**config.mk**
```make
export PLATFORM = sky130hd
export DESIGN_NAME = secuenciador_salida_dpwm
export DESIGN_NICKNAME = d
export VERILOG_FILES = /design/src/rtl/secuenciador_salida_dpwm.sv
export SDC_FILE = /design/constraint.sdc
export NUM_CORES = 1
export LEC_CHECK = 0
export ABC_AREA = 1
export ABC_CLOCK_PERIOD_IN_PS = 2900
export BUFFER_PORTS_ARGS = -buffer_cell sky130_fd_sc_hd__clkbuf_2
export CELL_PAD_IN_SITES_DETAIL_PLACEMENT = 0
export CELL_PAD_IN_SITES_GLOBAL_PLACEMENT = 2
export CORE_MARGIN = 4
export CORE_UTILIZATION = 32
export CTS_CLUSTER_DIAMETER = 50
export DETAILED_ROUTE_END_ITERATION = 16
export PLACE_DENSITY = 0.83
export SLEW_MARGIN = 40
export SYNTH_ARGS = -nofsm -noshare
export SYNTH_HDL_FRONTEND = slang
export SYNTH_SLANG_ARGS = --single-unit
export TNS_END_PERCENT = 30
```
**constraint.sdc**
```tcl
create_clock -name CLK_100MHz -period 2.9 [get_ports CLK_100MHz]
set_input_delay 0.29 -clock CLK_100MHz [delete_from_list [all_inputs] [get_ports CLK_100MHz]]
set_output_delay 0.29 -clock CLK_100MHz [all_outputs]
set_load 0.02 [all_outputs]
```
**src/rtl/secuenciador_salida_dpwm.sv**
```systemverilog
// Output-stage sequencer: gates pwm_in onto the buck or full-bridge stage with a dead interval
// on enable/changeover, and soft-starts the applied duty command toward the clamped target.
module secuenciador_salida_dpwm #(
    parameter int DEAD_CYCLES      = 200,
    parameter int RAMP_STEP_CYCLES = 100000,
    parameter int DUTY_W           = 4,
    parameter int DUTY_MAX         = 10
) (
    input  logic              CLK_100MHz,
    input  logic              reset,
    input  logic              habilitar,
    input  logic              select_salida,
    input  logic [DUTY_W-1:0] duty_objetivo,
    input  logic              pwm_in,
    output logic [DUTY_W-1:0] duty_aplicado,
    output logic              BUCK_Gate,
    output logic              Full_Bridge,
    output logic [1:0]        estado,
    output logic              listo
);

    typedef enum logic [1:0] {
        APAGADO = 2'd0,
        MUERTO  = 2'd1,
        RAMPA   = 2'd2,
        ACTIVO  = 2'd3
    } estado_t;

    localparam int DEAD_W = (DEAD_CYCLES > 1) ? $clog2(DEAD_CYCLES) : 1;
    localparam int RAMP_W = (RAMP_STEP_CYCLES > 1) ? $clog2(RAMP_STEP_CYCLES) : 1;
    localparam logic [DEAD_W-1:0] DEAD_LAST = DEAD_W'(DEAD_CYCLES - 1);
    localparam logic [RAMP_W-1:0] RAMP_LAST = RAMP_W'(RAMP_STEP_CYCLES - 1);
    localparam logic [DUTY_W-1:0] DUTY_LIM  = DUTY_W'(DUTY_MAX);

    estado_t           est_q, est_d;
    logic              sel_activa, sel_d;
    logic [DEAD_W-1:0] dead_cnt, dead_d;
    logic [RAMP_W-1:0] paso_cnt, paso_d;
    logic [DUTY_W-1:0] tgt, duty_d, duty_paso;
    logic              cambio, run;

    assign tgt    = (duty_objetivo > DUTY_LIM) ? DUTY_LIM : duty_objetivo;
    assign cambio = (select_salida != sel_activa);
    assign run    = (est_d == RAMPA) || (est_d == ACTIVO);
    assign estado = est_q;

    // Next-state logic; shutdown takes priority over changeover, which takes priority over ramping.
    always_comb begin
        est_d     = est_q;
        sel_d     = sel_activa;
        dead_d    = dead_cnt;
        paso_d    = paso_cnt;
        duty_d    = duty_aplicado;
        duty_paso = duty_aplicado;
        case (est_q)
            APAGADO: begin
                duty_d = '0;
                if (habilitar) begin
                    sel_d  = select_salida;
                    dead_d = '0;
                    est_d  = MUERTO;
                end
            end
            MUERTO: begin
                duty_d = '0;
                if (!habilitar) begin
                    est_d = APAGADO;
                end else if (cambio) begin
                    sel_d  = select_salida;
                    dead_d = '0;
                end else if (dead_cnt == DEAD_LAST) begin
                    paso_d = '0;
                    est_d  = RAMPA;
                end else begin
                    dead_d = dead_cnt + DEAD_W'(1);
                end
            end
            RAMPA: begin
                if (!habilitar) begin
                    duty_d = '0;
                    est_d  = APAGADO;
                end else if (cambio) begin
                    duty_d = '0;
                    sel_d  = select_salida;
                    dead_d = '0;
                    est_d  = MUERTO;
                end else begin
                    if (paso_cnt == RAMP_LAST) begin
                        paso_d    = '0;
                        duty_paso = duty_aplicado + DUTY_W'(1);
                    end else begin
                        paso_d = paso_cnt + RAMP_W'(1);
                    end
                    // Reaching or overshooting the target settles on it; never steps past it.
                    if (tgt <= duty_paso) begin
                        duty_d = tgt;
                        est_d  = ACTIVO;
                    end else begin
                        duty_d = duty_paso;
                    end
                end
            end
            ACTIVO: begin
                if (!habilitar) begin
                    duty_d = '0;
                    est_d  = APAGADO;
                end else if (cambio) begin
                    duty_d = '0;
                    sel_d  = select_salida;
                    dead_d = '0;
                    est_d  = MUERTO;
                end else if (tgt < duty_aplicado) begin
                    duty_d = tgt;
                end else if (tgt > duty_aplicado) begin
                    paso_d = '0;
                    est_d  = RAMPA;
                end
            end
            default: begin
                duty_d = '0;
                est_d  = APAGADO;
            end
        endcase
    end

    always_ff @(posedge CLK_100MHz) begin
        if (reset) begin
            est_q         <= APAGADO;
            sel_activa    <= 1'b0;
            dead_cnt      <= '0;
            paso_cnt      <= '0;
            duty_aplicado <= '0;
            BUCK_Gate     <= 1'b0;
            Full_Bridge   <= 1'b0;
            listo         <= 1'b0;
        end else begin
            est_q         <= est_d;
            sel_activa    <= sel_d;
            dead_cnt      <= dead_d;
            paso_cnt      <= paso_d;
            duty_aplicado <= duty_d;
            BUCK_Gate     <= pwm_in & run & ~sel_d;
            Full_Bridge   <= pwm_in & run & sel_d;
            listo         <= (est_d == ACTIVO);
        end
    end

endmodule

```
### Yosys cells after proc, flatten, opt, wreduce, memory -nomap -nowiden

Cells that the tools add are included.

| cells by class | value |
|---|---|
| $add $sub $neg | 3 |
| bitwise gates (word level) | 4 |
| mux-type cells | 46 |
| order comparisons | 4 |
| reductions and logical operators | 8 |
| equality and inequality tests | 22 |

Operators with widths:

| cell | number |
|---|---|
| $mux 17 | 10 |
| $pmux 17 s3 | 1 |
| $mux 8 | 6 |
| $mux 4 | 11 |
| $pmux 8 s3 | 1 |
| $mux 2 | 11 |
| $ne 2x2->1 const B | 10 |
| $add 17x1->17 const B | 1 |
| $eq 17x17->1 const B | 1 |
| $pmux 4 s3 | 1 |
| $reduce_and 10->1 | 1 |
| $add 8x1->8 const B | 1 |
| $eq 2x2->1 const B | 4 |
| $eq 8x8->1 const B | 1 |
| $pmux 2 s4 | 1 |
| $reduce_and 5->1 | 1 |
| $add 4x1->4 const B | 1 |
| $gt 4x4->1 | 1 |
| $gt 4x4->1 const B | 1 |
| $le 4x4->1 | 1 |
| $lt 4x4->1 | 1 |
| $ne 2x1->1 const B | 2 |
| $ne 4x4->1 const B | 1 |
| $reduce_or 2->1 | 2 |
| other kinds (11) | 15 |

| word-level totals | value |
|---|---|
| output and inout bits | 9 |
| logic and storage cells | 95 |
| input port bits | 9 |
| bits in registers | 35 |

### Logic depth before layout (Yosys ltp)

| depth | value |
|---|---|
| depth in word-level cells | 14 |
| depth in mapped cells | 23 |
| gate-level depth less buffers | 23 |

### Worst setup path before layout

Ideal clock, no wire load.

| path | value |
|---|---|
| path type | reg2reg |
| start point | register paso_cnt[0] |
| end point | register duty_aplicado[1] |
| arrival | 2.063 ns |
| cell stages (with the launch flop) | 23 |
| data required time | 2.829 ns |
| buffers on the path | 0 |
| library setup time | 0.071 ns |
| slack | 0.766 ns |
| clock period less this slack | 2.134 ns |
| cells stage by stage | dfxtp_1 > ha_1 > nand2_1 > inv_1 > nand2_1 > nor2_1 > nand2_1 > inv_1 > nand2_1 > nand2_1 > inv_1 > ha_1 > inv_1 > nand2_1 > nand2_1 > nand2_1 > nand2_1 > nand2_1 > nor2_1 > nand3_1 > nand2_1 > nand2_1 > a21oi_1 |

| on the way | value |
|---|---|
| cells in the longest elaborated chain, start to end | 10 |

RTL lines:

| item | line | text |
|---|---|---|
| start: declaration | 38 | `logic [RAMP_W-1:0] paso_cnt, paso_d;` |
| start signal: assignment | 140 | `paso_cnt <= paso_d;` |
| $eq 17x17->1 * | 88 | `if (paso_cnt == RAMP_LAST) begin` |
| $mux 4 * | 88 |  |
| $mux 4 * | 82 | `end else if (cambio) begin` |
| $mux 4 * | 79 | `if (!habilitar) begin` |
| $mux 4 * | 55 | `case (est_q)` |
| $le 4x4->1 | 95 | `if (tgt <= duty_paso) begin` |
| $mux 4 * | 95 |  |
| $mux 4 * | 82 |  |
| $mux 4 * | 79 |  |
| $pmux 4 s3 * | 55 |  |
| end signal: assignment | 141 | `duty_aplicado <= duty_d;` |
| end: declaration | 15 | `output logic [DUTY_W-1:0] duty_aplicado,` |

Mark *: on every way between the ends. The rest lies on a longest branch, timed or not. The select of a mux whose other input is x is not followed.
A chain may end at the register's enable or synchronous reset.

### Worst setup path in the final report

| path | value |
|---|---|
| start point | register paso_cnt[1] |
| end point | register duty_aplicado[2] |

Same word-level chain as after synthesis.

==> run_results.csv <==
group,metric,value,unit
detailed_routing,vias,2508,
clock_network,postCtsSetupBuffers,0,
place,preCtsSetupSlack,0.346,ns
pwr,leakage,0.00118,uW
timing,final-setup-viol-count,0,
clock_network,cts_tree,"built",
min_path,worstHoldStart,"pwm_in",
synthesis,yosys.area.top_type,"dfxtp_1",
clock_network,root_buffer,"clkbuf_8",
place,place_congestion,0.823,
critical_path,path_max_fanout,4,
critical_path,start_kind,"flip-flop",
timing,finalCritPeriodShare,0.889,
timing,max_slew_margin,0.680,
place,hpwl,4.97,mm
cells_and_area,instances_no_fill,531,
critical_path,slowest_delay,0.36,ns
cells_and_area,area_growth,10.7,%
critical_path,end_kind,"flip-flop",
detailed_routing,wl_per_cell,12.1,um
place,numPlacedInstances,523,
synthesis,syn-cell-area,2490,um2
synthesis,synth.top_cell.area_share,0.281,
clock_network,postCtsHoldBufs,0,
pwr,p_per_area,351,nW/um2
detailed_routing,drtIter0Drc,98,
floorplanning,start_util,0.336,
detailed_routing,vias_per_cell,4.72,
global_routing,overflow,0,
synthesis,syn_inst,414,
global_routing,grt_pass1_vias,2331,
global_routing,grt_pass1_wl,11.1,mm
critical_path,crit_top_cell,"nand2_1",
clock_network,clkTransAtPathRegs,0.07,ns
timing,period_needed,2.58,ns
synthesis,synth-seq-area-share,0.281,
timing,setup_tns,0,ns
place,port_buffers,17,
clock_network,htreeDepth,2,
detailed_routing,drc_errors,0,
synthesis,yosys_warnings,0,
pwr,ir_drop,0.149,mV
floorplanning,ios,18,
timing,timing.fmax,388,MHz
synthesis,synth_area_per_cell,6.02,um2
outcome,status,"completed",
detailed_routing,drtAntennaViolNets,0,
detailed_routing,drt_first_pass_iters,5,
cells_and_area,final_common_cell,"nand2_1",
critical_path,startpoint,"paso_cnt[1]",
critical_path,path_class,"flip-flop to flip-flop",
synthesis,synth.distinct_cells,32,
clock_network,clock_latency,0.28,ns
clock_network,cts-root-to-sink-buffers,2,
cells_and_area,fin_nets,451,
timing,finalWorstSetupSlack,0.321,ns
timing,finalHoldViolations,0,
cells_and_area,layout-drive-gt1-share,0.106,
synthesis,netlist_top_cells_area,"dfxtp_1 28%, nand2_1 19%, nor2_1 9.6%",
flow_run,drv_cap,0,
critical_path,crit_path_top_delay_cell,"dfxtp_1",
global_routing,antenna_found_initial,0,
floorplanning,core_area,7410,um2
cells_and_area,mostFrequentLayoutCells,"127 x nand2_1, 64 x nor2_1, 56 x inv_1",
min_path,hp-class,"primary input to flip-flop",
floorplanning,fp.dieW,96.2,um
global_routing,grt_max_degree,21,
floorplanning,die_y,96.2,um
synthesis,ys_ff_latch,35,
clock_network,cts_sinks,35,
critical_path,timing.rr.start,"paso_cnt[1]",
cells_and_area,register_area,701,um2
floorplanning,dieArea,9260,um2
critical_path,crit_required,3.11,ns
floorplanning,rows,31,
clock_network,numCtsBuffers,5,
timing,rsz0062_at_grt,"no",
cells_and_area,diodes,0,
clock_network,postCtsResizedCells,0,
global_routing,grtUsageTotal,0.152,
cells_and_area,fillers,846,
synthesis,synth_nets,434,
critical_path,cp.arrival,2.79,ns
cells_and_area,multi_input_area,1510,um2
detailed_routing,routed_wl,6.42,mm
critical_path,path_cells,"ha_1 -> nand2_1 -> inv_1 -> nand2_1 -> nor2_1 -> nand2_1 -> nand2_1 -> nand2_1 -> ha_1 -> nand2_1 -> nand2_1 -> nand2_1 -> nand2_1 -> nand2_1 -> nor2_1 -> nand3_1 -> nand2_1 -> nand2_1 -> a21oi_1",
timing,worstMarginPinSlew,0.481,ns
timing,finClkSkew,0.00344,ns
timing,report.final.slew_viol_count,0,
==> cells by family (layout without fill, tap and decap cells) <==
family | after synthesis | count (layout) | share of synthesized area
AOI/OAI and AO/OA | 35 | 35 | 0.0819
xor gates and xnor gates | 5 | 5 | 0.0176
adders and majority gates | 11 | 11 | 0.0552
buffers and inverters | 69 | 87 | 0.112
DFF | 35 | 35 | 0.281
and+or+nand+nor | 259 | 259 | 0.452
==> state kept, by name, indices dropped and copies added, names as in the netlist <==
signal	flops
estado	2
paso_cnt	17
listo	1
BUCK_Gate	1
Full_Bridge	1
duty_aplicado	4
sel_activa	1
dead_cnt	8
==> final timing paths <==
path              slack, ns               end  cells after the start
setup / recovery       0.32  duty_aplicado[2]                     19
hold / removal         0.24       Full_Bridge                      3
setup reg to reg       0.32  duty_aplicado[2]                     19
hold reg to reg        0.50       paso_cnt[4]                      2
==> stage by stage <==
stage	instance area [um2]	util	hold slack, ns	total power [uW]
final	2760	0.372	0.237	970
after global routing	2760	0.372	0.256	1030
after CTS	2760	0.372	0.231	997
after detailed placement	2660	0.359	0.486	581
after global placement	2660	0.359	0.478	582
after floorplan	2490	-	0.425	555
==> synth_stat cells (all sizes together) <==
cell    count
o21bai      3
dfxtp      35
nand2     134
or2         1
nor4        3
nand3      28
nand4       8
xor2        4
clkbuf      3
and3        2
o21ai       7
clkinv      1
buf         5
nor3       15
o21a        1
nor4b       1
inv        60
a21oi      24
nor2       67
xnor2       1
ha         11
==> routing by layer <==
metal  vias up  global-route usage  routed length [um]
li1       1337                   -                   -
met1      1119               0.203                3180
met2        48               0.254                2970
met3         4              0.0297                 229
met4         0              0.0320                  43
met5         -                   0                   0
==> power by group <==
group	switching [uW]	total [uW]	internal [uW]
Combinational	55.7	80.5	24.9
Clock	183	401	217
Sequential	4.82	488	484
Total	244	970	726
==> area by class of cell <==
cell class              count  area share
repair buffers             18      0.0336
inverters                  61      0.0834
flip-flops and latches     35       0.254
clock buffers               8      0.0363
well taps                  99      0.0449
multi-input cells         310       0.548
==> worst max-delay path, delay by kind of cell (launching register included) <==
family | cells | cell delay [ns]
fa+ha+maj | 2 | 0.50
buf+inv | 1 | 0.09
simple gates | 15 | 1.43
compound gates | 1 | 0.12
flops | 1 | 0.36
No activity file was read; power rests on OpenSTA's default activity.
